## config.mk

```make
export PLATFORM = sky130hd
export DESIGN_NAME = instr_dispatch
export DESIGN_NICKNAME = d
export VERILOG_FILES = /design/src/rtl/cpu_pkg.sv /design/src/rtl/op_decode.sv /design/src/rtl/instr_dispatch.sv
export SDC_FILE = /design/constraint.sdc
export NUM_CORES = 1
export LEC_CHECK = 0
export CAP_MARGIN = 10
export CORE_ASPECT_RATIO = 1.25
export CORE_MARGIN = 2
export CORE_UTILIZATION = 35
export CTS_CLUSTER_SIZE = 25
export DETAILED_ROUTE_END_ITERATION = 7
export PLACE_DENSITY = 0.75
export SLEW_MARGIN = 0
export SYNTH_ARGS = -nofsm -noshare
export SYNTH_HDL_FRONTEND = slang
export SYNTH_SLANG_ARGS = --single-unit
export TNS_END_PERCENT = 5
```

## constraint.sdc

```tcl
create_clock -name clk -period 2.8 [get_ports clk]
set_input_delay 0.28 -clock clk [delete_from_list [all_inputs] [get_ports clk]]
set_output_delay 0.28 -clock clk [all_outputs]
set_load 0.01 [all_outputs]
```

## src/rtl/cpu_pkg.sv

```systemverilog
// Shared definitions for the core: opcode map, execution-unit indices and
// dispatcher state encodings.
package cpu_pkg;

   localparam int CPU_IW    = 16;
   localparam int CPU_NUNIT = 4;
   localparam int UIDX_W    = 2;

   localparam logic [3:0] OPC_NOP      = 4'h0;
   localparam logic [3:0] OPC_ALUI     = 4'h1;
   localparam logic [3:0] OPC_ALUI_ALT = 4'h2;
   localparam logic [3:0] OPC_ALU_REG  = 4'h3;
   localparam logic [3:0] OPC_MOV      = 4'h4;
   localparam logic [3:0] OPC_LOAD     = 4'h5;

   localparam logic [UIDX_W-1:0] UNIT_ALUI    = 2'd0;
   localparam logic [UIDX_W-1:0] UNIT_ALU_REG = 2'd1;
   localparam logic [UIDX_W-1:0] UNIT_MOV     = 2'd2;
   localparam logic [UIDX_W-1:0] UNIT_LOAD    = 2'd3;

   typedef enum logic [2:0] {
      S_IDLE   = 3'd0,
      S_DECODE = 3'd1,
      S_START  = 3'd2,
      S_WAIT   = 3'd3,
      S_RETIRE = 3'd4,
      S_ERR    = 3'd5
   } disp_state_e;

endpackage

```

## src/rtl/op_decode.sv

```systemverilog
// Combinational opcode classifier; also used by the disassembler monitor.
module op_decode
   import cpu_pkg::*;
(
   input  logic [3:0]        opcode,
   output logic              is_nop,
   output logic              is_illegal,
   output logic [UIDX_W-1:0] unit_idx
);

   always_comb begin
      is_nop     = 1'b0;
      is_illegal = 1'b0;
      unit_idx   = UNIT_ALUI;
      case (opcode)
         OPC_NOP:                is_nop   = 1'b1;
         OPC_ALUI, OPC_ALUI_ALT: unit_idx = UNIT_ALUI;
         OPC_ALU_REG:            unit_idx = UNIT_ALU_REG;
         OPC_MOV:                unit_idx = UNIT_MOV;
         OPC_LOAD:               unit_idx = UNIT_LOAD;
         default:                is_illegal = 1'b1;
      endcase
   end

endmodule

```

## src/rtl/instr_dispatch.sv

```systemverilog
// Instruction sequencer: latches one instruction, starts exactly one execution
// unit, waits for its done (with watchdog) and retires it.
module instr_dispatch
   import cpu_pkg::*;
#(
   parameter int IW       = CPU_IW,
   parameter int NUNIT    = CPU_NUNIT,
   parameter int WDOG_MAX = 15,
   parameter int CNTW     = 8
) (
   input  logic             clk,
   input  logic             rst,
   input  logic             instr_valid,
   input  logic [IW-1:0]    instr,
   output logic             instr_ready,
   output logic [IW-1:0]    ir,
   output logic [NUNIT-1:0] unit_start,
   input  logic [NUNIT-1:0] unit_done,
   input  logic             err_clr,
   output logic             busy,
   output logic             illegal_op,
   output logic             timeout_err,
   output logic [CNTW-1:0]  retired,
   output disp_state_e      state
);

   localparam int WDOG_W = 8;

   // Fetch handshake: an instruction transfers on a rising edge where
   // instr_valid && instr_ready; ready is high only in IDLE, so nothing is dropped.

   disp_state_e       next_state;
   logic              dec_nop;
   logic              dec_illegal;
   logic [UIDX_W-1:0] dec_idx;
   logic [UIDX_W-1:0] uidx;
   logic [WDOG_W-1:0] wdog;
   logic              wdog_expired;
   logic              done_hit;

   op_decode u_op_decode (
      .opcode     (ir[IW-1 -: 4]),
      .is_nop     (dec_nop),
      .is_illegal (dec_illegal),
      .unit_idx   (dec_idx)
   );

   assign wdog_expired = (wdog == WDOG_W'(WDOG_MAX));
   assign done_hit     = unit_done[uidx];

   always_ff @(posedge clk or posedge rst) begin
      if (rst) state <= S_IDLE;
      else     state <= next_state;
   end

   always_comb begin
      next_state = state;
      case (state)
         S_IDLE:   if (instr_valid) next_state = S_DECODE;
         S_DECODE: begin
            if (dec_nop)          next_state = S_RETIRE;
            else if (dec_illegal) next_state = S_ERR;
            else                  next_state = S_START;
         end
         S_START:  next_state = S_WAIT;
         // A done arriving on the expiry cycle takes priority over the trap.
         S_WAIT: begin
            if (done_hit)          next_state = S_RETIRE;
            else if (wdog_expired) next_state = S_ERR;
         end
         S_RETIRE: next_state = S_IDLE;
         S_ERR:    if (err_clr) next_state = S_IDLE;
         default:  next_state = S_IDLE;
      endcase
   end

   always_comb begin
      instr_ready = (state == S_IDLE);
      busy        = (state != S_IDLE) && (state != S_ERR);
      unit_start  = '0;
      if (state == S_START) unit_start[uidx] = 1'b1;
   end

   always_ff @(posedge clk or posedge rst) begin
      if (rst) begin
         ir          <= '0;
         uidx        <= '0;
         wdog        <= '0;
         retired     <= '0;
         illegal_op  <= 1'b0;
         timeout_err <= 1'b0;
      end else begin
         case (state)
            S_IDLE:   if (instr_valid) ir <= instr;
            S_DECODE: begin
               uidx <= dec_idx;
               if (dec_illegal && !dec_nop) illegal_op <= 1'b1;
            end
            S_START:  wdog <= '0;
            S_WAIT: begin
               wdog <= wdog + WDOG_W'(1);
               if (!done_hit && wdog_expired) timeout_err <= 1'b1;
            end
            // Clearing ir drops opcode-gated units back to their idle state.
            S_RETIRE: begin
               retired <= retired + CNTW'(1);
               ir      <= '0;
            end
            S_ERR: begin
               ir <= '0;
               if (err_clr) begin
                  illegal_op  <= 1'b0;
                  timeout_err <= 1'b0;
               end
            end
            default: ;
         endcase
      end
   end

endmodule
```

==> qor.yml <==
leakagePower_nw: 1.09
yosys_warnings: 0
die_width_um: 68.8
postCtsSetupBuffers: 0
grt_max_degree: 40
final-max-slew-violation-count: 0
num_antenna_cells: 0
max_freq_mhz: 432
r2r_start: "state[0]$_DFFE_PP0P_"
wl_mm: 3.87
area_delta_synth_final_pct: 40.5
io_buffers: 58
clk_pin_slew_ps: 80
cp-end-kind: "output pin"
vias_per_cell: 5.11
grt_pass1_wl_mm: 6.48
combPwrFrac_pct: 40.5
drt.antenna.violating_nets: 0
required_ps: 2520
dr.pass1.iters: 4
vias: 1452
cp-start-kind: "flip-flop"
start_util_pct: 36.2
avgSynthCellArea_um2: 11.3
netSwitchingFraction_pct: 34.1
tns_ps: 0
hold_path.class: "input port to async pin"
power-per-cell-area_nw_per_um2: 1010
final.period_utilization_pct: 82.6
synth_top_cell_area_share_pct: 53.1
place_congestion: 0.814
wl_per_cell_um: 13.6
synthArstFlopShare_pct: 100
ys_ff_latch: 39
die_h_um: 85.0
syn_inst: 163
r2r_slack_ps: 1090
drc: 0
cts_root_buffer: "clkbuf_8"
crit_type: "flip-flop to output pin"
r2r_cells: 4
ys_types: 44
synth_edf_count: 0
whs_ps: 400
syn-cell-area_um2: 1840
antenna_found_initial: 0
clock_skew_ps: 7.17
core_um2: 5080
crit_path_max_fanout: 15
grt_pass1_vias: 1453
reg2reg_to: "ir[13]$_DFFE_PP0P_"
hold_viol: 0
tritoncts: "done"
die-area_um2: 5850
clockBufferDepth: 2
post-route-min-period_ps: 2310
grt-ovfl-total: 0
status: "complete, no violations"
holdBufCountCts: 0
io-pin-count: 59
cts-buffers-inserted: 5
synth_area_leader_cell: "dfrtp_1"
drt_iter0_markers: 75
drive_above_1_share_pct: 9.46
ir_drop_mv: 0.476
arrival_ps: 2030
drv_cap: 0
htree_levels: 2
setup_viol: 0
num_rows: 29
synthesis.nets: 189
slew_headroom_pct: 61.2
clk_latency_ps: 290
hpwl_mm: 2.91
track_usage_pct: 14.6
nNetsFinal: 247
p_int_w: 0.00172
seq_power_share_pct: 38.5
switching_power_w: 0.000890
cts.sinks: 39
ys_seq_area_share_pct: 53.1
tightest_slew_ps: 582
power.share.clock_pct: 21.1
synth_ff_type: "dfrtp_1"
synth_area_leaders: "dfrtp_1, a22o_1, xnor2_1, nand2_1, nor2_1"
rsz0062_at_grt: "false"
cts-resized-gates: 0
==> worst max-delay path: stages, from the launching register on <==
cell             delay (ps)
dfrtp_1                 520
nand2b_1                260
nor2_1                  250
and3_1                  190
clkdlybuf4s50_1         520
==> layout by cell type, fill, tap and decap left out, types with 3 or more instances in the layout <==
cell / count
dfrtp_1: 39
o21ai_0: 7
nor3_1: 5
nand2_1: 16
nor2_1: 10
xor2_1: 3
clkdlybuf4s50_1: 58
clkbuf_8: 5
nand3b_1: 3
nand3_1: 4
a22o_1: 18
mux2i_1: 3
a21oi_1: 5
xnor2_1: 7
==> registers in the layout, indices dropped and copies added (netlist names) <==
signal	cells
state	3
timeout_err	1
uidx	2
illegal_op	1
retired	8
ir	16
wdog	8
==> cell type report <==
class                   instances  area, um^2
clock inverters                 2        60.1
flip-flops and latches         39         976
well taps                      62        77.6
multi-input cells             112         788
fillers                       481        2500
inverters                       3        11.3
clock buffers                   6        72.6
repair buffers                 60         596
==> cells by family (layout without fill, tap and decap cells) <==
| logic type | after synthesis | in the layout | synth area share (%) |
|---|---|---|---|
| compound gates | 37 | 37 | 14.8 |
| xor+xnor | 10 | 10 | 4.77 |
| fa+ha+maj | 2 | 2 | 1.36 |
| buf+inv | 12 | 71 | 3.95 |
| flops | 39 | 39 | 53.1 |
| mux | 5 | 5 | 3.47 |
| simple gates | 58 | 58 | 18.5 |
==> metrics by stage <==
step	utilization (%)	setup slack, ps	power, W	std cells	cell area [um^2]
2_1_floorplan	-	1120	0.00159	163	1840
4_1_cts	50.8	456	0.00265	284	2580
6_report	50.8	486	0.00261	284	2580
3_5_place_dp	48.2	785	0.00209	276	2450
3_3_place_gp	48.2	854	0.00206	276	2450
5_1_grt	50.8	265	0.00279	284	2580
==> cells in the mapped netlist (2+ instances only) <==
| cell | instances |
|---|---|
| mux2i_1 | 3 |
| nand3_1 | 4 |
| and3_1 | 2 |
| xor2_1 | 3 |
| dfrtp_1 | 39 |
| a21oi_1 | 5 |
| a22o_1 | 18 |
| inv_1 | 2 |
| ha_1 | 2 |
| buf_4 | 2 |
| xnor2_1 | 7 |
| nand4_1 | 2 |
| o31ai_1 | 2 |
| nor2_1 | 10 |
| nor3_1 | 5 |
| o21ai_0 | 7 |
| nand3b_1 | 3 |
| nand2_1 | 16 |
| buf_2 | 4 |
| buf_6 | 2 |
| nand3_2 | 2 |
==> metal layers <==
| metal | routed length (um) | global-route usage (%) |
|---|---|---|
| met1 | 1650 | 18.1 |
| met2 | 1940 | 23.5 |
| met3 | 217 | 5.17 |
| met4 | 56 | 4.81 |
| met5 | 0 | 0 |
==> worst max path at each step <==
stage / startpoint / endpoint / slack, ps / depth (start not counted)
after floorplan: state[1]$_DFFE_PP0P_ / unit_start[2] / 1120 / 5
after global placement: state[0]$_DFFE_PP0P_ / busy / 850 / 4
after detailed placement: state[2]$_DFFE_PP0P_ / unit_start[3] / 780 / 4
after CTS: state[2]$_DFFE_PP0P_ / unit_start[3] / 460 / 4
after global routing: state[2]$_DFFE_PP0P_ / unit_start[1] / 270 / 5
final: state[2]$_DFFE_PP0P_ / unit_start[3] / 490 / 4
==> power groups by stage <==
stage                     clock (W)  combinational (W)  sequential [W]
after CTS                  0.000567            0.00107         0.00101
after detailed placement          0            0.00107         0.00102
after global placement            0            0.00106         0.00101
after floorplan                   0           0.000577         0.00102
final                      0.000550            0.00106         0.00101
after global routing       0.000593            0.00116         0.00104
Power figures use the tool's default switching activity.
